$ cat config.mk
export PLATFORM = sky130hd
export DESIGN_NAME = program_loader
export DESIGN_NICKNAME = d
export VERILOG_FILES = /design/src/rtl/program_loader.sv
export SDC_FILE = /design/constraint.sdc
export NUM_CORES = 1
export LEC_CHECK = 0
export CAP_MARGIN = 10
export CORE_UTILIZATION = 55
export CTS_CLUSTER_DIAMETER = 30
export DETAILED_ROUTE_END_ITERATION = 12
export PLACE_DENSITY = 0.8
export SLEW_MARGIN = 20
export SYNTH_ARGS = -nofsm -noshare
export SYNTH_HDL_FRONTEND = slang
export SYNTH_SLANG_ARGS = --single-unit
export TNS_END_PERCENT = 100
$ cat constraint.sdc
create_clock -name clk -period 6 [get_ports clk]
set_input_delay 1.5 -clock clk [delete_from_list [all_inputs] [get_ports clk]]
set_output_delay 1.5 -clock clk [all_outputs]
set_load 0.005 [all_outputs]
$ cat src/rtl/program_loader.sv
// Host-side program loader: parses a framed byte stream into single-cycle
// instruction/data memory writes on the CPU load port and controls the CPU reset.
module program_loader #(
   parameter int IMEM_DEPTH = 32,
   parameter int DMEM_DEPTH = 16,
   parameter int ADDR_W     = 5,
   parameter int DATA_W     = 8
) (
   input  logic              clk,
   input  logic              reset,
   input  logic [DATA_W-1:0] in_data,
   input  logic              in_valid,
   output logic              in_ready,
   output logic [DATA_W-1:0] cpu_input,
   output logic [ADDR_W-1:0] load_address,
   output logic              load,
   output logic              is_instruction,
   output logic              cpu_reset,
   output logic              busy,
   output logic              done,
   output logic              error
);

   typedef enum logic [2:0] {
      S_IDLE,
      S_LEN,
      S_PAYLOAD,
      S_RUN,
      S_ERROR
   } state_t;

   localparam int SUM_W = DATA_W + 1;
   localparam logic [DATA_W-1:0] CMD_RUN  = DATA_W'('hFF);
   localparam logic [DATA_W-1:0] CMD_HALT = DATA_W'('hFE);
   localparam logic [SUM_W-1:0]  IMEM_LIMIT = SUM_W'(IMEM_DEPTH);
   localparam logic [SUM_W-1:0]  DMEM_LIMIT = SUM_W'(DMEM_DEPTH);

   state_t             state;
   logic               target;
   logic [ADDR_W-1:0]  addr;
   logic [DATA_W-1:0]  remaining;

   logic               accept;
   logic [SUM_W-1:0]   end_addr;
   logic               hdr_bad;
   logic               len_bad;

   // NOTE: helper terms are continuous assigns; all state lives in the single
   // always_ff below and is updated only with non-blocking assignments.
   assign accept = in_valid && in_ready;

   // One bit wider than the byte so start+L can never wrap past the limit.
   assign end_addr = SUM_W'(addr) + SUM_W'(in_data);

   assign hdr_bad = (in_data[DATA_W-2:ADDR_W] != '0) ||
                    (!in_data[DATA_W-1] &&
                     (SUM_W'(in_data[ADDR_W-1:0]) >= DMEM_LIMIT));

   assign len_bad = (in_data == '0) ||
                    (end_addr > (target ? IMEM_LIMIT : DMEM_LIMIT));

   always_ff @(posedge clk) begin
      if (!reset) begin
         state          <= S_IDLE;
         load           <= 1'b0;
         cpu_input      <= '0;
         load_address   <= '0;
         is_instruction <= 1'b0;
         cpu_reset      <= 1'b1;
         busy           <= 1'b0;
         done           <= 1'b0;
         error          <= 1'b0;
         in_ready       <= 1'b0;
         target         <= 1'b0;
         addr           <= '0;
         remaining      <= '0;
      end else begin
         load     <= 1'b0;
         in_ready <= (state != S_ERROR);

         case (state)
            S_IDLE: begin
               if (accept) begin
                  if (in_data == CMD_RUN) begin
                     state     <= S_RUN;
                     cpu_reset <= 1'b0;
                     done      <= 1'b1;
                  end else if (in_data == CMD_HALT) begin
                     state <= S_IDLE;
                  end else if (hdr_bad) begin
                     state    <= S_ERROR;
                     error    <= 1'b1;
                     in_ready <= 1'b0;
                  end else begin
                     state  <= S_LEN;
                     target <= in_data[DATA_W-1];
                     addr   <= in_data[ADDR_W-1:0];
                     busy   <= 1'b1;
                  end
               end
            end

            S_LEN: begin
               if (accept) begin
                  if (len_bad) begin
                     state    <= S_ERROR;
                     error    <= 1'b1;
                     in_ready <= 1'b0;
                     busy     <= 1'b0;
                  end else begin
                     state     <= S_PAYLOAD;
                     remaining <= in_data;
                  end
               end
            end

            S_PAYLOAD: begin
               if (accept) begin
                  load           <= 1'b1;
                  cpu_input      <= in_data;
                  load_address   <= addr;
                  is_instruction <= target;
                  addr           <= addr + 1'b1;
                  remaining      <= remaining - 1'b1;
                  if (remaining == DATA_W'(1)) begin
                     state <= S_IDLE;
                     busy  <= 1'b0;
                  end
               end
            end

            S_RUN: begin
               // Anything but HALT is swallowed while the CPU runs.
               if (accept && (in_data == CMD_HALT)) begin
                  state     <= S_IDLE;
                  cpu_reset <= 1'b1;
                  done      <= 1'b0;
               end
            end

            S_ERROR: begin
               in_ready  <= 1'b0;
               error     <= 1'b1;
               cpu_reset <= 1'b1;
               busy      <= 1'b0;
               done      <= 1'b0;
            end

            default: begin
               state <= S_IDLE;
            end
         endcase
      end
   end

endmodule

# ---- Word-level counts from Yosys, hierarchy flattened
# Cells that the tools add are included.
# W data, S select, Z words.
dict set report classes {
  reduce_logical 23
  bitwise 4
  addsub 3
  mux 53
  magnitude_cmp 2
  n_mul 0
  eq_ne 20
  shifts 0
  div 0
}
# cell count
set ops {}
lappend ops {{$mux W1} 27}
lappend ops {{$mux W3} 9}
lappend ops {{$mux W5} 5}
lappend ops {{$mux W8} 3}
lappend ops {{$ne A2 B2 Y1 const B} 12}
lappend ops {{$eq A8 B8 Y1 const B} 2}
lappend ops {{$pmux W8 S2} 1}
lappend ops {{$pmux W3 S5} 1}
lappend ops {{$pmux W1 S3} 4}
lappend ops {{$reduce_and A6 Y1} 2}
lappend ops {{$pmux W5 S2} 1}
lappend ops {{$add A5 B8 Y9} 1}
lappend ops {{$gt A9 B6 Y1} 1}
lappend ops {{$reduce_and A9 Y1} 1}
lappend ops {{$eq A8 B1 Y1 const B} 1}
lappend ops {{$logic_not A8 Y1} 1}
lappend ops {{$reduce_and A4 Y1} 2}
lappend ops {{$sub A8 B1 Y8 const B} 1}
lappend ops {{$reduce_and A7 Y1} 1}
lappend ops {{$eq A3 B2 Y1 const B} 2}
lappend ops {{$mux W6} 1}
lappend ops {{$reduce_bool A2 Y1} 3}
lappend ops {{$reduce_bool A3 Y1} 2}
lappend ops {{$add A5 B1 Y5 const B} 1}
lappend ops {{other kinds (13)} 20}
dict set report totals {
  ramBits 0
  memories 0
  out_inout_bits 20
  word_cells 118
  latch_bits 0
  input_bits 11
  ff_bits 37
  mem_bits_ro 0
}

# ---- Depth between registers and ports, before layout
# Gate-level depths: netlist of the first run.
dict set report logic_depth {
  ltp_word 8
  depth_mapped 13
  depth_no_buf 12
}

# ---- Worst setup path after synthesis of the first run
# OpenSTA, ideal clock, no wires.
dict set report synth_timing {
  kind {input-to-reg}
  from {input port in_data[0]}
  to {register remaining[6]}
  setup_time_ns 0.122
  arrival_time_ns 4.215
  n_path_buf 1
  slack_ns 1.663
  required_ns 5.878
  path_stages 13
  cell_sequence {ha_1 fa_1 a21o_1 a21oi_1 xor2_1 ha_1 or3b_1 o22ai_1 o311ai_1 nor4_2 buf_4 a211oi_1 a311o_1}
}
dict set report synth_between {
  elab_chain_cells 5
  elab_cells_between_ends 6
  cone_classes {add/sub: 1; order compare: 1; eq/ne: 1; reduce/logical: 3}
}
# element line
set synth_lines {}
lappend synth_lines {{start, declared} 11} ;# input logic [DATA_W-1:0] in_data,
lappend synth_lines {{$add A5 B8 Y9} 53} ;# assign end_addr = SUM_W'(addr) + SUM_W'(in_data);
lappend synth_lines {{$gt A9 B6 Y1} 60} ;# (end_addr > (target ? IMEM_LIMIT : DMEM_LIMIT));
lappend synth_lines {{$logic_or A1 B1 Y1 *} 59} ;# assign len_bad = (in_data == '0) ||
lappend synth_lines {{$ne A2 B2 Y1 (no source line) *} n/a}
lappend synth_lines {{$reduce_and A4 Y1 (no source line) *} n/a}
lappend synth_lines {{end signal, assigned} 112} ;# remaining <= in_data;
lappend synth_lines {{end signal, assigned} 124} ;# remaining <= remaining - 1'b1;
lappend synth_lines {{end, declared} 41} ;# logic [DATA_W-1:0] remaining;
# Mark *: on every way between the ends. The rest lies on a longest branch, timed or not.
# A chain may end at the register's enable or synchronous reset.

# ---- Final worst setup path of the first run
dict set report layout_timing {
  from {input port in_data[0]}
  to {register remaining[3]}
}
# The elaborated chain is that of the path after synthesis.

==> results.yml, run 1 <==
routing:
  detail_route.first_pass.iterations: 5
  ant_nets: 0
  vias: 2276
  drc: 0
  finalWirelength_um: 5960
  drt_iter0_drc: 281
  vias_per_cell: 6.27
  wl_per_cell_um: 16.4
cells_and_area:
  diodes: 0
  final_util_pct: 69.8
  fin_area_mm2: 0.00263
  nets: 336
  drive_gt1_share_pct: 5.71
  area_growth_pct: 17.6
yosys:
  yosysWarnings: 0
  yosysSeqAreaShare_pct: 33.1
  async_flop_share_pct: 0
  synth_edf_count: 0
  synth.distinct_cells: 56
  yosys_register_bits: 37
  synth_ff_type: "dfxtp_1"
  netlist_instances: 291
  syn_nets: 313
  syn_area_mm2: 0.00224
  syn_avg_cell_area_um2: 7.70
worst_setup_path:
  cp_max_fo: 6
  rrSetupSlack_ps: 2190
  cp-end-kind: "register"
  critPathKind: "input port to register"
  cp-start-kind: "input port"
  required_ps: 6210
  arrival_ps: 5260
floorplanning:
  rows: 22
  die_w_um: 65.8
  core-area_mm2: 0.00377
  die_h_um: 65.8
  initial_core_util_pct: 59.4
  die_area_mm2: 0.00433
  ios: 31
worst_hold_path:
  hp-class: "register to register"
global_route:
  antenna_found_initial: 0
  grt_max_degree: 29
  track_usage_pct: 29.3
  gr-total-overflow: 0
  grt_pass1_wl_um: 9710
  grt_pass1_vias: 2075
power:
  ir_drop_mv: 0.154
  leakagePower_nw: 0.997
  powerDensity_mw_per_mm2: 222
timing:
  finalMaxSlewViolations: 0
  fin_crit_ps: 5050
  finalCritPeriodShare_pct: 84.2
  fmax_mhz: 198
  relSlewSlack_pct: 48.3
  finalHoldViolCount: 0
  rsz0062_at_grt: "no"
  fin_setup_tns_ps: 0
  setup_viol: 0
  worst_slew_pin_slew_ps: 771
  finClkSkew_ps: 3.35
clock_network:
  cts_buffers: 5
  cts.sinks: 37
  clk_pin_slew_worst_paths_ps: 80
  hold_buffers: 0
  cts_tree: "built"
  cts_buffer_depth: 2
  clk_latency_ps: 290
  htree_levels: 2
  cts_root_buffer: "clkbuf_8"
  cts_resized: 0
  cts_setup_buffers: 0
placement:
  placed_area_mm2: 0.00254
  portBuffers: 30
  gp_congestion: 0.920
  dp_hpwl_um: 4120
flow_run:
  drv_cap: 0
status:
  status: "finished clean"
## synth_stat cells (3+ instances only)
cell type / n / area, um^2
nand2_1: 57 / 214
dfxtp_1: 37 / 741
a21oi_1: 26 / 130
nor2_1: 23 / 86.3
o21ai_0: 14 / 70.1
clkbuf_1: 12 / 45.0
ha_1: 10 / 125
inv_1: 8 / 30.0
nand3_1: 7 / 35.0
nor3_1: 6 / 30.0
a211o_1: 5 / 43.8
o211ai_1: 5 / 37.5
a211oi_1: 4 / 30.0
a21o_1: 4 / 30.0
nand4_1: 4 / 25.0
o32ai_1: 4 / 35.0
a31oi_1: 3 / 18.8
and2_1: 3 / 18.8
and3_1: 3 / 18.8
buf_4: 3 / 22.5
mux2i_1: 3 / 30.0
nand2b_1: 3 / 18.8
o31a_1: 3 / 26.3
## stage by stage
stage	power [mW]	worst slack, ps	instances	hold WS [ps]
after floorplan	0.364	1660	291	445
after global placement	0.404	792	355	444
after detailed placement	0.406	720	355	448
after CTS	0.584	1010	363	461
after global routing	0.611	741	363	479
final	0.584	949	363	460
## area by class of cell
cell class                      instances  area, um^2
Inverter                                9        33.8
Timing Repair Buffer                   34         330
Clock buffer                            5        68.8
Fill cell                             315        1140
Sequential cell                        37         741
Multi-Input combinational cell        227        1380
Tap cell                               48        60.1
Clock inverter                          3        22.5
## critical path, stage by stage
cell and delay, ps:
clkdlybuf4s50_1 440, ha_1 250, fa_1 420, a21o_1 200, a21oi_1 170, xor2_1 90
ha_1 270, or3b_1 340, o22ai_1 160, o311ai_1 160, nor4_2 600, a21oi_1 320
o311ai_1 320
## cell families after synthesis
| group | count (synthesis) | synth area share [%] |
|---|---|---|
| AND/OR/NAND/NOR | 123 | 26.4 |
| XOR/XNOR | 3 | 1.17 |
| flip-flops | 37 | 33.1 |
| buffers and inverters | 27 | 5.42 |
| AO/OA/AOI/OAI | 86 | 25.6 |
| adder cells (fa/ha/maj) | 11 | 6.48 |
| multiplexers | 4 | 1.84 |
## path summary, 6_finish.rpt
path | from | endpoint | cells after the start
worst max-delay path | in_data[0] | remaining[3] | 13
worst min-delay path | cpu_input[1] | cpu_input[1] | 2
worst max register to register | addr[0] | remaining[3] | 12
worst min register to register | cpu_input[1] | cpu_input[1] | 2
## where the power goes
group	total, mW	leakage [nW]	switching [mW]	internal, mW
Sequential	0.270	0.300	0.0138	0.257
Combinational	0.133	0.649	0.0776	0.0554
Clock	0.180	0.0481	0.0979	0.0824
Total	0.584	0.997	0.189	0.394
## sequential cells by signal (all words and copies together) (netlist names)
signal and flops:
load 1, done 1, in_ready 1, cpu_reset 1
target 1, remaining 8, busy 1, error 1
addr 5, state 3, is_instruction 1, cpu_input 8
load_address 5
## cells in the final DEF, fill, tap and decap left out, types with 2 or more instances in the layout
cell,n
ha_1,10
a21oi_1,26
nor2b_1,2
buf_4,4
and2_1,3
clkbuf_8,5
inv_1,8
nand4_1,4
xor2_1,2
o21ai_0,14
clkinv_4,2
o31a_1,3
clkdlybuf4s50_1,30
o211ai_1,5
nor4_1,2
o311ai_1,2
dfxtp_1,37
a211o_1,5
a211oi_1,4
nand3_1,7
nor4_2,2
nor3_1,6
o32ai_1,4
or3_4,2
a31oi_1,3
mux2i_1,3
o311ai_0,2
a32oi_1,2
and3_1,3
nor2_1,23
nand2b_1,3
nand2_1,57
or3_1,2
o21a_1,2
a21o_1,4
nand3b_1,2
## metal layers
layer / share of wire [%] / GRT usage [%] / vias to the layer above
met5: 0 / 0 / -
met4: 1.5 / 12.0 / 0
met3: 6.4 / 5.00 / 8
met2: 45 / 44.0 / 101
met1: 47 / 41.2 / 1065
li1: - / - / 1102
No activity file was read; power rests on OpenSTA's default activity.
==> run 2: changes to the inputs <==
- CORE_UTILIZATION: 55 -> 49
- PLACE_DENSITY: 0.8 -> 0.75
- clock period: 6 -> 4.55 ns (I/O delays scaled with it)
==> run 2 against run 1 <==
Effect of this change: sequential cell count unchanged; combinational power grew 36%; die area up 12%; sequential share of layout area is 1.3 points lower; routed wire length grew 0.23%; utilization is 6.9 points lower; via count rose by 1.2%; hold slack worse by 6.1 ps; largest cell class unchanged; largest power group unchanged.
==> results.yml, run 2 (synthesized netlist as in run 1, its figures left out) <==
routing:
  vias_per_cell: 6.11
  wl_per_cell_um: 15.8
  detail_route.first_pass.iterations: 5
  vias: 2304
  drt_iter0_drc: 300
  finalWirelength_um: 5970
  ant_nets: 0
  drc: 0
global_route:
  antenna_found_initial: 0
  grt_pass1_wl_um: 9850
  grt_max_degree: 26
  track_usage_pct: 25.0
  gr-total-overflow: 0
  grt_pass1_vias: 2079
flow_run:
  drv_cap: 0
cells_and_area:
  final_util_pct: 63.0
  layout_common_cells: "57 x nand2_1, 37 x dfxtp_1, 30 x clkdlybuf4s50_1"
  final_common_cell: "nand2_1"
  largest_registers: "cpu_input: 8 flops, remaining: 8 flops"
  drive_gt1_share_pct: 8.62
  fin_area_mm2: 0.00276
  final_cells: 377
  nets: 346
  area_growth_pct: 23.2
  diodes: 0
worst_hold_path:
  hp-class: "register to register"
clock_network:
  cts_setup_buffers: 0
  clk_latency_ps: 290
  cts_root_buffer: "clkbuf_8"
  clk_pin_slew_worst_paths_ps: 80
  cts.sinks: 37
  cts_resized: 0
  cts_buffers: 5
  cts_tree: "built"
  cts_buffer_depth: 2
  hold_buffers: 0
  htree_levels: 2
timing:
  fin_crit_ps: 4310
  relSlewSlack_pct: 48.8
  finalHoldViolCount: 0
  finalMaxSlewViolations: 0
  finClkSkew_ps: 10.0
  setup_viol: 0
  fin_hold_ws_ps: 454
  rsz0062_at_grt: "no"
  fmax_mhz: 232
  finalCritPeriodShare_pct: 94.8
  worst_slew_pin_slew_ps: 765
worst_setup_path:
  crit_buf_inv: 3
  arrival_ps: 4530
  cp_max_fo: 5
  critPathKind: "input port to register"
  cp-end-kind: "register"
  cp-start-kind: "input port"
  required_ps: 4770
  slowest_stage: "clkdlybuf4s50_1"
  critical-path-max-stage-delay_ps: 430
  cp_cell_sequence: "clkdlybuf4s50_1, ha_1, fa_1, a21o_1, a21oi_1, xor2_1, ha_1, or3b_1, o22ai_1, o311ai_1, nor4_2, buf_4, a21oi_1, buf_4, o211ai_1"
  rrSetupSlack_ps: 1090
  cp_top_family: "adder cells"
floorplanning:
  core-area_mm2: 0.00438
  die_h_um: 69.6
  ios: 31
  die_w_um: 69.6
  rows: 24
  die_area_mm2: 0.00484
  initial_core_util_pct: 51.1
power:
  p_total_mw: 0.879
  ir_drop_mv: 0.220
  power.share.switching_pct: 27.8
  clockPowerShare_pct: 38.8
  p_sw_mw: 0.244
  pwr-share-comb_pct: 20.6
  p_int_mw: 0.634
  leakagePower_nw: 1.07
  powerDensity_mw_per_mm2: 318
  seqPwrFrac_pct: 40.6
status:
  status: "finished clean"
placement:
  gp_congestion: 0.916
  portBuffers: 30
  placed_area_mm2: 0.00260
  dp_hpwl_um: 4090
  placed_cells: 366
[run 2: final timing paths]
path                                   start            to  cells after the start
worst max-delay path              in_data[0]  remaining[5]                     15
worst min-delay path            cpu_input[7]  cpu_input[7]                      2
worst max register to register       addr[1]  remaining[6]                     14
worst min register to register  cpu_input[7]  cpu_input[7]                      2
[run 2: per-layer routing]
layer | routed length [um] | vias to the layer above | part of all wire (%) | track usage (%)
li1 | - | 1123 | - | -
met1 | 2720 | 1076 | 45 | 36.0
met4 | 97 | 0 | 1.6 | 9.98
met3 | 382 | 14 | 6.4 | 3.63
met2 | 2780 | 91 | 46 | 37.5
met5 | 0 | - | 0 | 0
[run 2: cell type report]
cell class / count / area [um^2]
clock buffer: 5 / 68.8
clock inverter: 3 / 65.1
fill: 399 / 1620
inverter: 9 / 33.8
multi-input combinational: 227 / 1380
sequential: 37 / 741
tap: 52 / 65.1
timing repair buffer: 44 / 409
[run 2: worst reg2reg max path, cell delays in order, from the launching register on]
cell             delay [ps]
dfxtp_1                 540
ha_1                    300
a21o_1                  180
and4_1                  230
nor2_1                  170
xnor2_1                  90
ha_1                    310
nor2b_1                 200
o21ai_0                 100
mux2i_1                 260
nor4_2                  110
clkdlybuf4s15_2         270
buf_4                   150
a21o_1                  150
a311o_1                 290
[run 2: through the flow]
stage	setup TNS (ps)	worst slack, ps
after global routing	0	3.88
after floorplan	0	575
after detailed placement	-423	-77.0
after global placement	0	10.7
final	0	236
after CTS	0	219
[run 2: power groups by stage]
stage	clock network [mW]	registers [mW]	logic [mW]
after floorplan	0	0.355	0.124
after global placement	0	0.364	0.173
after detailed placement	0	0.364	0.175
after CTS	0.347	0.356	0.177
after global routing	0.357	0.359	0.199
final	0.341	0.357	0.181
==> run 3: changes to the inputs <==
- CORE_UTILIZATION: 49 -> 55
- DONT_BUFFER_PORTS: unset -> 1
- PLACE_DENSITY: 0.75 -> 0.73
==> run 3 against run 2 <==
Effect of this change: design area down 15%; sequential power about the same; setup slack better by 450 ps; non-clock buffer count down 42; power down 11%; cell count down 12%; hold slack better by 21 ps; critical endpoint is now remaining[3]; largest cell class unchanged.
==> results.yml, run 3 (synthesized netlist as in run 1, its figures left out) <==
timing:
  setup_viol: 0
  relSlewSlack_pct: 48.7
  fmax_mhz: 259
  fin_setup_tns_ps: 0
  finalHoldViolCount: 0
  rsz0062_at_grt: "no"
  finalMaxSlewViolations: 0
  finalWorstSetupSlack_ps: 688
  fin_crit_ps: 3860
  worst_slew_pin_slew_ps: 764
  finClkSkew_ps: 5.91
  finalCritPeriodShare_pct: 84.9
routing:
  wl_per_cell_um: 16.3
  drt_iter0_drc: 165
  vias_per_cell: 6.30
  detail_route.first_pass.iterations: 4
  finalWirelength_um: 5410
  ant_nets: 0
  drc: 0
  vias: 2086
floorplanning:
  core-area_mm2: 0.00377
  die_w_um: 65.8
  rows: 22
  ios: 31
  die_h_um: 65.8
  die_area_mm2: 0.00433
  initial_core_util_pct: 59.4
worst_hold_path:
  hp-class: "register to register"
worst_setup_path:
  cp_max_fo: 11
  arrival_ps: 4060
  required_ps: 4750
  critPathKind: "input port to register"
  cp-start-kind: "input port"
  cp-end-kind: "register"
clock_network:
  htree_levels: 2
  clk_latency_ps: 290
  cts_buffers: 5
  hold_buffers: 0
  clk_pin_slew_worst_paths_ps: 80
  cts_setup_buffers: 0
  cts.sinks: 37
  cts_tree: "built"
  cts_resized: 0
  cts_buffer_depth: 2
  cts_root_buffer: "clkbuf_8"
global_route:
  grt_pass1_vias: 1920
  grt_max_degree: 29
  gr-total-overflow: 0
  track_usage_pct: 27.5
  grt_pass1_wl_um: 9080
  antenna_found_initial: 0
power:
  leakagePower_nw: 0.885
  ir_drop_mv: 0.207
  p_total_mw: 0.784
  pwr-share-comb_pct: 17.6
  seqPwrFrac_pct: 45.6
  clockPowerShare_pct: 36.8
  power.share.switching_pct: 29.1
  p_sw_mw: 0.228
  powerDensity_mw_per_mm2: 335
  p_int_mw: 0.556
cells_and_area:
  largest_registers: "cpu_input: 8 flops, remaining: 8 flops"
  nets: 304
  area_growth_pct: 4.58
  diodes: 0
  drive_gt1_share_pct: 5.65
  final_common_cell: "nand2_1"
  layout_common_cells: "57 x nand2_1, 37 x dfxtp_1, 26 x a21oi_1"
placement:
  portBuffers: 0
  place_ws_ps: 390
  gp_congestion: 0.923
  dp_hpwl_um: 3880
status:
  status: "finished clean"
flow_run:
  drv_cap: 0
run 3: changes by cell type in the layout (fill, tap and decap cells not counted):
cell,change
clkdlybuf4s50_1,-30
buf_4,-11
bufinv_16,-1
clkdlybuf4s15_2,-1
clkinv_2,-1
clkinv_4,+1
clkinvlp_4,+1
run 3: worst max-delay path: stages:
cell and delay (ps):
ha_1 210, fa_1 400, a21o_1 180, a21oi_1 180, xor2_1 90, ha_1 270, or3b_1 330, o22ai_1 160
o311ai_1 140, nor4_2 280, buf_4 220, a21oi_1 170, o311ai_1 290
run 3: through the flow:
| step | util [%] | hold WS (ps) | area (um^2) | std cells |
|---|---|---|---|---|
| after floorplan | - | 445 | 2240 | 291 |
| after global placement | 59.1 | 465 | 2230 | 323 |
| after detailed placement | 59.1 | 469 | 2230 | 323 |
| after CTS | 62.1 | 480 | 2340 | 331 |
| after global routing | 62.1 | 500 | 2340 | 331 |
| final | 62.1 | 475 | 2340 | 331 |
run 3: path summary, 6_finish.rpt:
kind | startpoint | end | cells after the start | slack (ps)
min reg2reg | is_instruction | is_instruction | 2 | 480
min | is_instruction | is_instruction | 2 | 480
max reg2reg | addr[1] | remaining[3] | 13 | 1040
max | in_data[0] | remaining[3] | 13 | 690
run 3: per-layer routing:
metal,GRT usage [%],vias to the layer above,part of all wire [%]
li1,-,1039,-
met1,38.3,972,47
met2,41.8,66,44
met3,5.86,9,6.8
met4,8.97,0,1.6
met5,0,-,0
run 3: cell type report:
class | count | area [um^2]
clock buffers | 5 | 68.8
inverters | 9 | 33.8
clock inverters | 3 | 46.3
multi-input cells | 227 | 1380
well taps | 48 | 60.1
fillers | 334 | 1430
repair buffers | 2 | 15.0
flip-flops and latches | 37 | 741
run 3: power by group through the flow:
stage                     Clock, mW  Combinational [mW]  Sequential [mW]
final                         0.289               0.138            0.358
after global routing          0.306               0.155            0.361
after CTS                     0.295               0.137            0.358
after detailed placement          0               0.135            0.365
after global placement            0               0.135            0.365
after floorplan                   0               0.124            0.355
